`config.mk`:
```
export PLATFORM = sky130hd
export DESIGN_NAME = vram_mem_arbiter
export DESIGN_NICKNAME = d
export VERILOG_FILES = /design/src/rtl/vram_mem_arbiter.sv
export SDC_FILE = /design/constraint.sdc
export NUM_CORES = 1
export LEC_CHECK = 0
export ABC_AREA = 1
export CAP_MARGIN = 30
export CORE_AREA = 2 2 184 186
export CTS_CLUSTER_DIAMETER = 100
export DETAILED_ROUTE_END_ITERATION = 7
export DIE_AREA = 0 0 186 188
export GPL_TIMING_DRIVEN = 0
export SETUP_SLACK_MARGIN = 0.15
export SYNTH_ARGS = -nofsm -noshare
export SYNTH_HDL_FRONTEND = slang
export SYNTH_SLANG_ARGS = --single-unit
```
`constraint.sdc`:
```
create_clock -name CLK -period 2.4 [get_ports CLK]
set_input_delay 0.36 -clock CLK [delete_from_list [all_inputs] [get_ports CLK]]
set_output_delay 0.36 -clock CLK [all_outputs]
set_load 0.02 [all_outputs]
```
`src/rtl/vram_mem_arbiter.sv`:
```
// Arbitrates one 64-bit memory port between sprite VRAM row bursts (ESRD/ESWR)
// and single-beat CPU accesses, with a one-shot fairness flag for the CPU.
module vram_mem_arbiter #(
  parameter int unsigned BEATS  = 128,
  parameter int unsigned ADDR_W = 18
) (
  input  logic              CLK,
  input  logic              RST_N,
  input  logic [ADDR_W-1:0] ESADDR,
  input  logic [63:0]       ESDATA,
  input  logic              ESRD,
  input  logic              ESWR,
  output logic [63:0]       ESQ,
  output logic              ESTE,
  input  logic [ADDR_W-1:0] CPU_A,
  input  logic [63:0]       CPU_D,
  input  logic [7:0]        CPU_BE,
  input  logic              CPU_RD,
  input  logic              CPU_WR,
  output logic [63:0]       CPU_Q,
  output logic              CPU_ACK,
  output logic              MEM_REQ,
  output logic              MEM_WE,
  output logic [ADDR_W-1:0] MEM_ADDR,
  output logic [63:0]       MEM_D,
  output logic [7:0]        MEM_BE,
  input  logic [63:0]       MEM_Q,
  input  logic              MEM_ACK,
  output logic              BUSY
);

  localparam int unsigned BW = $clog2(BEATS);

  typedef enum logic [2:0] {
    ST_IDLE,
    ST_XFER_RD,
    ST_XFER_WR,
    ST_CPU_RD,
    ST_CPU_WR
  } state_t;

  state_t              state_q, state_d;
  logic [BW-1:0]       beat_q, beat_d;
  logic                armed_q, armed_d;
  logic                prio_q, prio_d;
  logic [ADDR_W-1:0]   caddr_q, caddr_d;
  logic [63:0]         cdata_q, cdata_d;
  logic [7:0]          cbe_q, cbe_d;
  logic [63:0]         cpu_q_q, cpu_q_d;
  logic                cpu_ack_q, cpu_ack_d;

  logic xfer_req;
  logic cpu_req;
  logic xfer_act;
  logic last_beat;

  always_ff @(posedge CLK or negedge RST_N) begin
    if (!RST_N) begin
      state_q   <= ST_IDLE;
      beat_q    <= '0;
      armed_q   <= 1'b1;
      prio_q    <= 1'b0;
      caddr_q   <= '0;
      cdata_q   <= '0;
      cbe_q     <= '0;
      cpu_q_q   <= '0;
      cpu_ack_q <= 1'b0;
    end else begin
      state_q   <= state_d;
      beat_q    <= beat_d;
      armed_q   <= armed_d;
      prio_q    <= prio_d;
      caddr_q   <= caddr_d;
      cdata_q   <= cdata_d;
      cbe_q     <= cbe_d;
      cpu_q_q   <= cpu_q_d;
      cpu_ack_q <= cpu_ack_d;
    end
  end

  always_comb begin
    state_d   = state_q;
    beat_d    = beat_q;
    armed_d   = armed_q;
    prio_d    = prio_q;
    caddr_d   = caddr_q;
    cdata_d   = cdata_q;
    cbe_d     = cbe_q;
    cpu_q_d   = cpu_q_q;
    cpu_ack_d = 1'b0;
    xfer_req  = armed_q & (ESRD | ESWR);
    // A request still seen during the CPU_ACK cycle belongs to the access just finished.
    cpu_req   = (CPU_RD | CPU_WR) & ~cpu_ack_q;
    xfer_act  = (state_q == ST_XFER_RD) ? ESRD : ESWR;
    last_beat = MEM_ACK && (beat_q == BW'(BEATS - 1));
    unique case (state_q)
      ST_IDLE: begin
        if (xfer_req && !(cpu_req && prio_q)) begin
          state_d = ESRD ? ST_XFER_RD : ST_XFER_WR;
          beat_d  = '0;
        end else if (cpu_req) begin
          state_d = CPU_RD ? ST_CPU_RD : ST_CPU_WR;
          caddr_d = CPU_A & {{(ADDR_W-2){1'b1}}, 2'b00};
          cdata_d = CPU_D;
          cbe_d   = CPU_BE;
          prio_d  = 1'b0;
        end
      end
      ST_XFER_RD, ST_XFER_WR: begin
        if (MEM_ACK) beat_d = beat_q + BW'(1);
        if (last_beat || !xfer_act) begin
          state_d = ST_IDLE;
          beat_d  = '0;
          if (last_beat) armed_d = 1'b0;
          if (CPU_RD || CPU_WR) prio_d = 1'b1;
        end
      end
      ST_CPU_RD, ST_CPU_WR: begin
        if (MEM_ACK) begin
          cpu_ack_d = 1'b1;
          if (state_q == ST_CPU_RD) cpu_q_d = MEM_Q;
          state_d = ST_IDLE;
        end
      end
      default: state_d = ST_IDLE;
    endcase
    // Re-arming only once both strobes are low stops a held request replaying a finished row.
    if (!ESRD && !ESWR) armed_d = 1'b1;
  end

  always_comb begin
    MEM_REQ  = 1'b0;
    MEM_WE   = 1'b0;
    MEM_ADDR = '0;
    MEM_BE   = '0;
    MEM_D    = '0;
    ESTE     = 1'b0;
    unique case (state_q)
      ST_XFER_RD: begin
        MEM_REQ  = 1'b1;
        MEM_ADDR = ESADDR + ADDR_W'({beat_q, 2'b00});
        MEM_BE   = '1;
        ESTE     = MEM_ACK;
      end
      ST_XFER_WR: begin
        MEM_REQ  = 1'b1;
        MEM_WE   = 1'b1;
        MEM_ADDR = ESADDR + ADDR_W'({beat_q, 2'b00});
        MEM_BE   = '1;
        MEM_D    = ESDATA;
        ESTE     = MEM_ACK;
      end
      ST_CPU_RD: begin
        MEM_REQ  = 1'b1;
        MEM_ADDR = caddr_q;
        MEM_BE   = '1;
      end
      ST_CPU_WR: begin
        MEM_REQ  = 1'b1;
        MEM_WE   = 1'b1;
        MEM_ADDR = caddr_q;
        MEM_BE   = cbe_q;
        MEM_D    = cdata_q;
      end
      default: ;
    endcase
  end

  assign BUSY    = (state_q != ST_IDLE);
  assign ESQ     = MEM_Q;
  assign CPU_Q   = cpu_q_q;
  assign CPU_ACK = cpu_ack_q;

endmodule

```
# ---- Yosys cells after proc, flatten, opt, wreduce, memory -nomap -nowiden
# Cells that the tools add are included.
dict set report classes {
  n_addsub 2
  mul 0
  div 0
  n_lt_le_gt_ge 0
  n_eq_ne 13
  shift 0
  mux 29
  bitwise_logic 6
  n_reduce_logical 27
}
# operator count
set op_table {}
lappend op_table {{case mux 64 bit (2 select lines)} 1}
lappend op_table {{case mux 18 bit (2 select lines)} 1}
lappend op_table {{2-to-1 mux 7 bit} 3}
lappend op_table {{adder 18 x 9 -> 18 bit} 1}
lappend op_table {{case mux 8 bit (2 select lines)} 1}
lappend op_table {{2-to-1 mux 3 bit} 5}
lappend op_table {{AND reduction 3 bit} 5}
lappend op_table {{2-to-1 mux 1 bit} 14}
lappend op_table {{case mux 7 bit (2 select lines)} 1}
lappend op_table {{case mux 3 bit (3 select lines)} 1}
lappend op_table {{nonzero test 2 bit} 4}
lappend op_table {{adder 7 x 1 -> 7 bit, second input constant} 1}
lappend op_table {{== test 7 bit, second input constant} 1}
lappend op_table {{== test 3 x 2 -> 1 bit, second input constant} 2}
lappend op_table {{!= test 2 x 1 -> 1 bit, second input constant} 3}
lappend op_table {{!= test 2 bit, second input constant} 3}
lappend op_table {{OR reduction 2 bit} 3}
lappend op_table {{AND reduction 5 bit} 1}
lappend op_table {{logical AND 1 bit} 4}
lappend op_table {{zero test 1 bit} 4}
lappend op_table {{OR reduction 4 bit} 1}
lappend op_table {{== test 3 x 1 -> 1 bit, second input constant} 1}
lappend op_table {{== test 3 bit, second input constant} 1}
lappend op_table {{zero test 3 bit} 1}
lappend op_table {{10 further kinds} 14}
dict set report word_totals {
  register_bits 165
  latchBits 0
  ram_bits 0
  rom_bits 0
  input_bits 243
  output_inout_bits 223
  wordCells 86
  memories 0
}

# ---- Longest topological paths before layout
dict set report depth {
  depth_word 7
  mapped_depth 11
  depth_no_buf 11
}

# ---- Worst setup path before layout
# Ideal clock, no wire load.
dict set report synth_timing {
  kind {flip-flop to output port}
  from {reg beat_q[0]}
  to {out MEM_ADDR[6]}
  t_arrival_ps 1889
  required_ps 2040
  setup_slack_ps 151
  path_stages_with_launch 8
  path_buffers 0
  path_cell_list {dfrtp_1 > ha_1 > fa_1 > nand2_1 > nand2_1 > and2_1 > xnor2_1 > o21ai_0}
}
dict set report synth_between {
  elab_chain_len 2
}
# element line_no
set synth_lines {}
lappend synth_lines {{from (decl)} 43} ;# logic [BW-1:0] beat_q, beat_d;
lappend synth_lines {{from (signal assigned)} 70} ;# beat_q <= beat_d;
lappend synth_lines {{adder 18 x 9 -> 18 bit} {141, 148}}
lappend synth_lines {{case mux 18 bit (2 select lines)} 138} ;# unique case (state_q)
lappend synth_lines {{to (decl)} 24} ;# output logic [ADDR_W-1:0] MEM_ADDR,
# No other way between the ends.

# ---- Worst setup path after layout
dict set report layout_timing {
  from {reg beat_q[0]}
  to {out MEM_ADDR[8]}
}
# The elaborated chain is that of the path after synthesis.

==> results.sh <==
export IMPL_ys_seq_elements=165
export IMPL_grt_pass1_vias=8944
export IMPL_numCtsBuffers=17
export IMPL_violations="setup timing"
export IMPL_period_needed_ps=2520
export IMPL_dieArea_um2=35000
export IMPL_postSynthAreaPerCell_um2=8.95
export IMPL_crit_reg2reg_capture="cdata_q[13]"
export IMPL_gp_congestion=0.824
export IMPL_crit_path_start_kind="register"
export IMPL_crit_type="register to primary output"
export IMPL_grt_max_degree=101
export IMPL_drc=0
export IMPL_r2r_slack_ps=430
export IMPL_clock_latency_ps=440
export IMPL_worst_pin_slew_ps=754
export IMPL_internal_power_mw=10.9
export IMPL_wl_um=35900
export IMPL_min_path_type="input pin to register"
export IMPL_cts_tree="done"
export IMPL_antenna_found_initial=1
export IMPL_hold_depth=3
export IMPL_cts_sinks=165
export IMPL_syn_to_final_growth_pct=82.5
export IMPL_grt_total_usage_pct=19.6
export IMPL_fin_util_pct=47.2
export IMPL_worstPathArrival_ps=2160
export IMPL_final_setup_skew_ps=15.5
export IMPL_comb_power_share_pct=57.8
export IMPL_final_cell_count_no_fill=1946
export IMPL_drv_cap=0
export IMPL_cts_root_buf="clkbuf_16"
export IMPL_power_density_nw_per_um2=1190
export IMPL_power_switching_mw=7.68
export IMPL_slowest_stage="dfrtp_1"
export IMPL_cpPeakStageDelay_ps=410
export IMPL_synth_cell_types=35
export IMPL_period_share_pct=105
export IMPL_rr_startpoint="armed_q"
export IMPL_drive_above_1_share_pct=31.2
export IMPL_irDropWorstVdd_v=0.000568
export IMPL_hold_viol_final=0
export IMPL_worstHoldStart="CPU_BE[7]"
export IMPL_yosys_area_top_type="dfrtp_1"
export IMPL_synthTopCellsByArea="dfrtp_1 48%, nand2_1 17%, mux2_2 8.4%"
export IMPL_dpl_cell_count=1870
export IMPL_clockBufferDepth=2
export IMPL_path_max_fanout=4
export IMPL_ys_seq_area_share_pct=48.2
export IMPL_synth_top_cell_area_share_pct=47.9
export IMPL_synth_nets=1210
export IMPL_p_leak_nw=7.54
export IMPL_cpMostUsedCell="nand2_2"
export IMPL_fillers=3117
export IMPL_num_vias=8714
export IMPL_core_area_um2=33100
export IMPL_clkPwrFrac_pct=16.2
export IMPL_min_to="cbe_q[7]"
export IMPL_yosysWarnings=0
export IMPL_setup_viol=9
export IMPL_p_total_mw=18.6
export IMPL_switching_share_pct=41.4
export IMPL_setup_slack_ps=-120
export IMPL_nNetsFinal=1737
export IMPL_syn_inst=958
export IMPL_maxSlewViolCount=0
export IMPL_port_buffer_count=463
export IMPL_seq_power_share_pct=26.1
export IMPL_die_w_um=186
export IMPL_dieHeight_um=188
export IMPL_drtAntennaViolNets=0
export IMPL_reg2reg_depth=7
export IMPL_initial_core_util_pct=25.9
export IMPL_num_rows=67
export IMPL_cts_clk_slew_worst_paths_ps=80
export IMPL_hpwl_um=26400
export IMPL_n_antenna_cell=0
export IMPL_dr_pass1_iters=5
export IMPL_status="complete, but fails checks"
export IMPL_via_per_inst=4.48
export IMPL_relSlewSlack_pct=49.7
export IMPL_drt_iter0_markers=342
export IMPL_synth_area_um2=8570
export IMPL_cp_end_kind="primary output"
export IMPL_htree_levels=4
export IMPL_grt_pass1_wl_um=51500
export IMPL_rsz0062_at_grt="true"
export IMPL_wire_per_inst_um=18.4
export IMPL_max_freq_ghz=0.397
export IMPL_gr_total_overflow=0
export IMPL_cp_required_ps=2040
export IMPL_worstPathCellList="ha_4, fa_2, nand2_2, nand2_2, nand3_2, nand2_4, or2_4, nand3_2, nand2_2, buf_6"
export IMPL_io_pins=466
## worst max path at each step
stage,start,endpoint,slack [ps],cells after the start
floorplan,beat_q[0],MEM_ADDR[6],150,7
global route,beat_q[0],MEM_ADDR[12],-220,12
finish,beat_q[0],MEM_ADDR[8],-120,10
global placement,RST_N,caddr_q[12],-6350,1
detailed placement,ESADDR[2],MEM_ADDR[14],-780,12
CTS,beat_q[0],MEM_ADDR[8],-120,10
## layout make-up
type	count	area, um^2	share of cell area (%)
well taps	448	561	3.58
clock buffers	23	478	3.06
plain buffers	114	988	6.32
multi-input cells	636	3970	25.4
inverters	43	181	1.16
repair inverters	1	7.51	0.0480
flip-flops and latches	165	4140	26.5
clock inverters	9	141	0.904
repair buffers	507	5180	33.1
## registers in the layout, summed over array words and instances (netlist names)
name,flops
beat_q,7
prio_q,1
cdata_q,64
armed_q,1
caddr_q,16
cbe_q,8
CPU_Q,64
CPU_ACK,1
state_q,3
## power groups by stage
stage	Sequential [mW]	Combinational, mW	Clock, mW
2_1_floorplan	5.30	4.41	0
3_3_place_gp	4.82	9.38	0
3_5_place_dp	4.82	9.47	0
4_1_cts	4.82	9.89	3.07
5_1_grt	5.00	11.5	3.17
6_report	4.84	10.7	3.00
## through the flow
step           TNS [ps]  area [um^2]  hold WS [ps]  setup slack (ps)
2_1_floorplan         0         8570          64.4               151
3_3_place_gp   -1080620        13800           463             -6350
3_5_place_dp     -38930        13800           343              -783
4_1_cts            -662        14900           425              -123
5_1_grt           -1580        15600           437              -217
6_report           -543        15600           450              -120
## cells in the mapped netlist
cell type    n
buf_2       18
o21ai_0     11
nand4_2      1
nor2_2       1
nor2_1      21
buf_1        4
o21ai_2      1
nor3_1       2
fa_1         1
nand4_1      2
buf_6        3
clkbuf_1    23
xnor2_1      2
dfstp_2      1
a22o_1       2
a21oi_1      2
nand3b_1     1
inv_2        6
nand3_1     40
dfrtp_1    164
a32o_1      65
mux2_2      64
inv_1       37
nand2_1    389
nand2_2      4
or2_2        4
buf_4       66
and2_1       1
nand3_4      1
nor2_4       2
xor2_1       4
a31oi_1      1
ha_1         8
o31ai_1      1
o21ai_1      5
## timing repair
action                                 in CTS  in global routing
setup endpoints to repair                  93                 78
resized for setup                         582                173
hold buffers                                1                  0
endpoints found under the hold margin      64                  0
setup buffers                              25                  9
cloned                                      2                  7
pin swaps                                  35                 50
## per-layer routing
layer	up-vias	global-route usage (%)	share of wire, %	routed length (um)
met2	306	35.7	53	18900
li1	4171	-	-	-
met1	4193	22.6	39	13800
met4	2	5.09	2.0	702
met5	-	0	0.036	13
met3	42	5.07	6.8	2430
## cells in the final DEF (no fill, tap or decap), types with 5 or more instances in the layout
master	synthesis	routed
nand2_4	0	7
a32o_2	0	47
a32o_1	65	18
nand3_1	40	29
clkbuf_16	0	27
buf_8	0	9
clkbuf_1	23	9
dlygate4sd2_1	0	5
dfrtp_2	0	6
buf_6	3	88
buf_2	18	23
clkbuf_8	0	5
nand2_2	4	24
inv_1	37	36
mux2_2	64	64
nor2_1	21	18
o21ai_1	5	5
nand3_2	0	9
buf_4	66	100
o21ai_0	11	10
clkdlybuf4s50_1	0	365
nand2_1	389	360
ha_4	0	7
dfrtp_1	164	158
## worst max-delay path: cells and delay by family (launching register included)
family	cells	cell delay, ps
adder cells (fa/ha/maj)	2	520
buffers and inverters	1	130
flip-flops	1	410
AND/OR/NAND/NOR	7	670
## logic make-up after synthesis
group	synth area share [%]
adders and majority gates	1.40
buffers and inverters	10.3
and+or+nand+nor	22.0
AOI/OAI and AO/OA	9.11
muxes	8.41
xor gates and xnor gates	0.613
DFF	48.2
(Power assumes the default switching activity.)
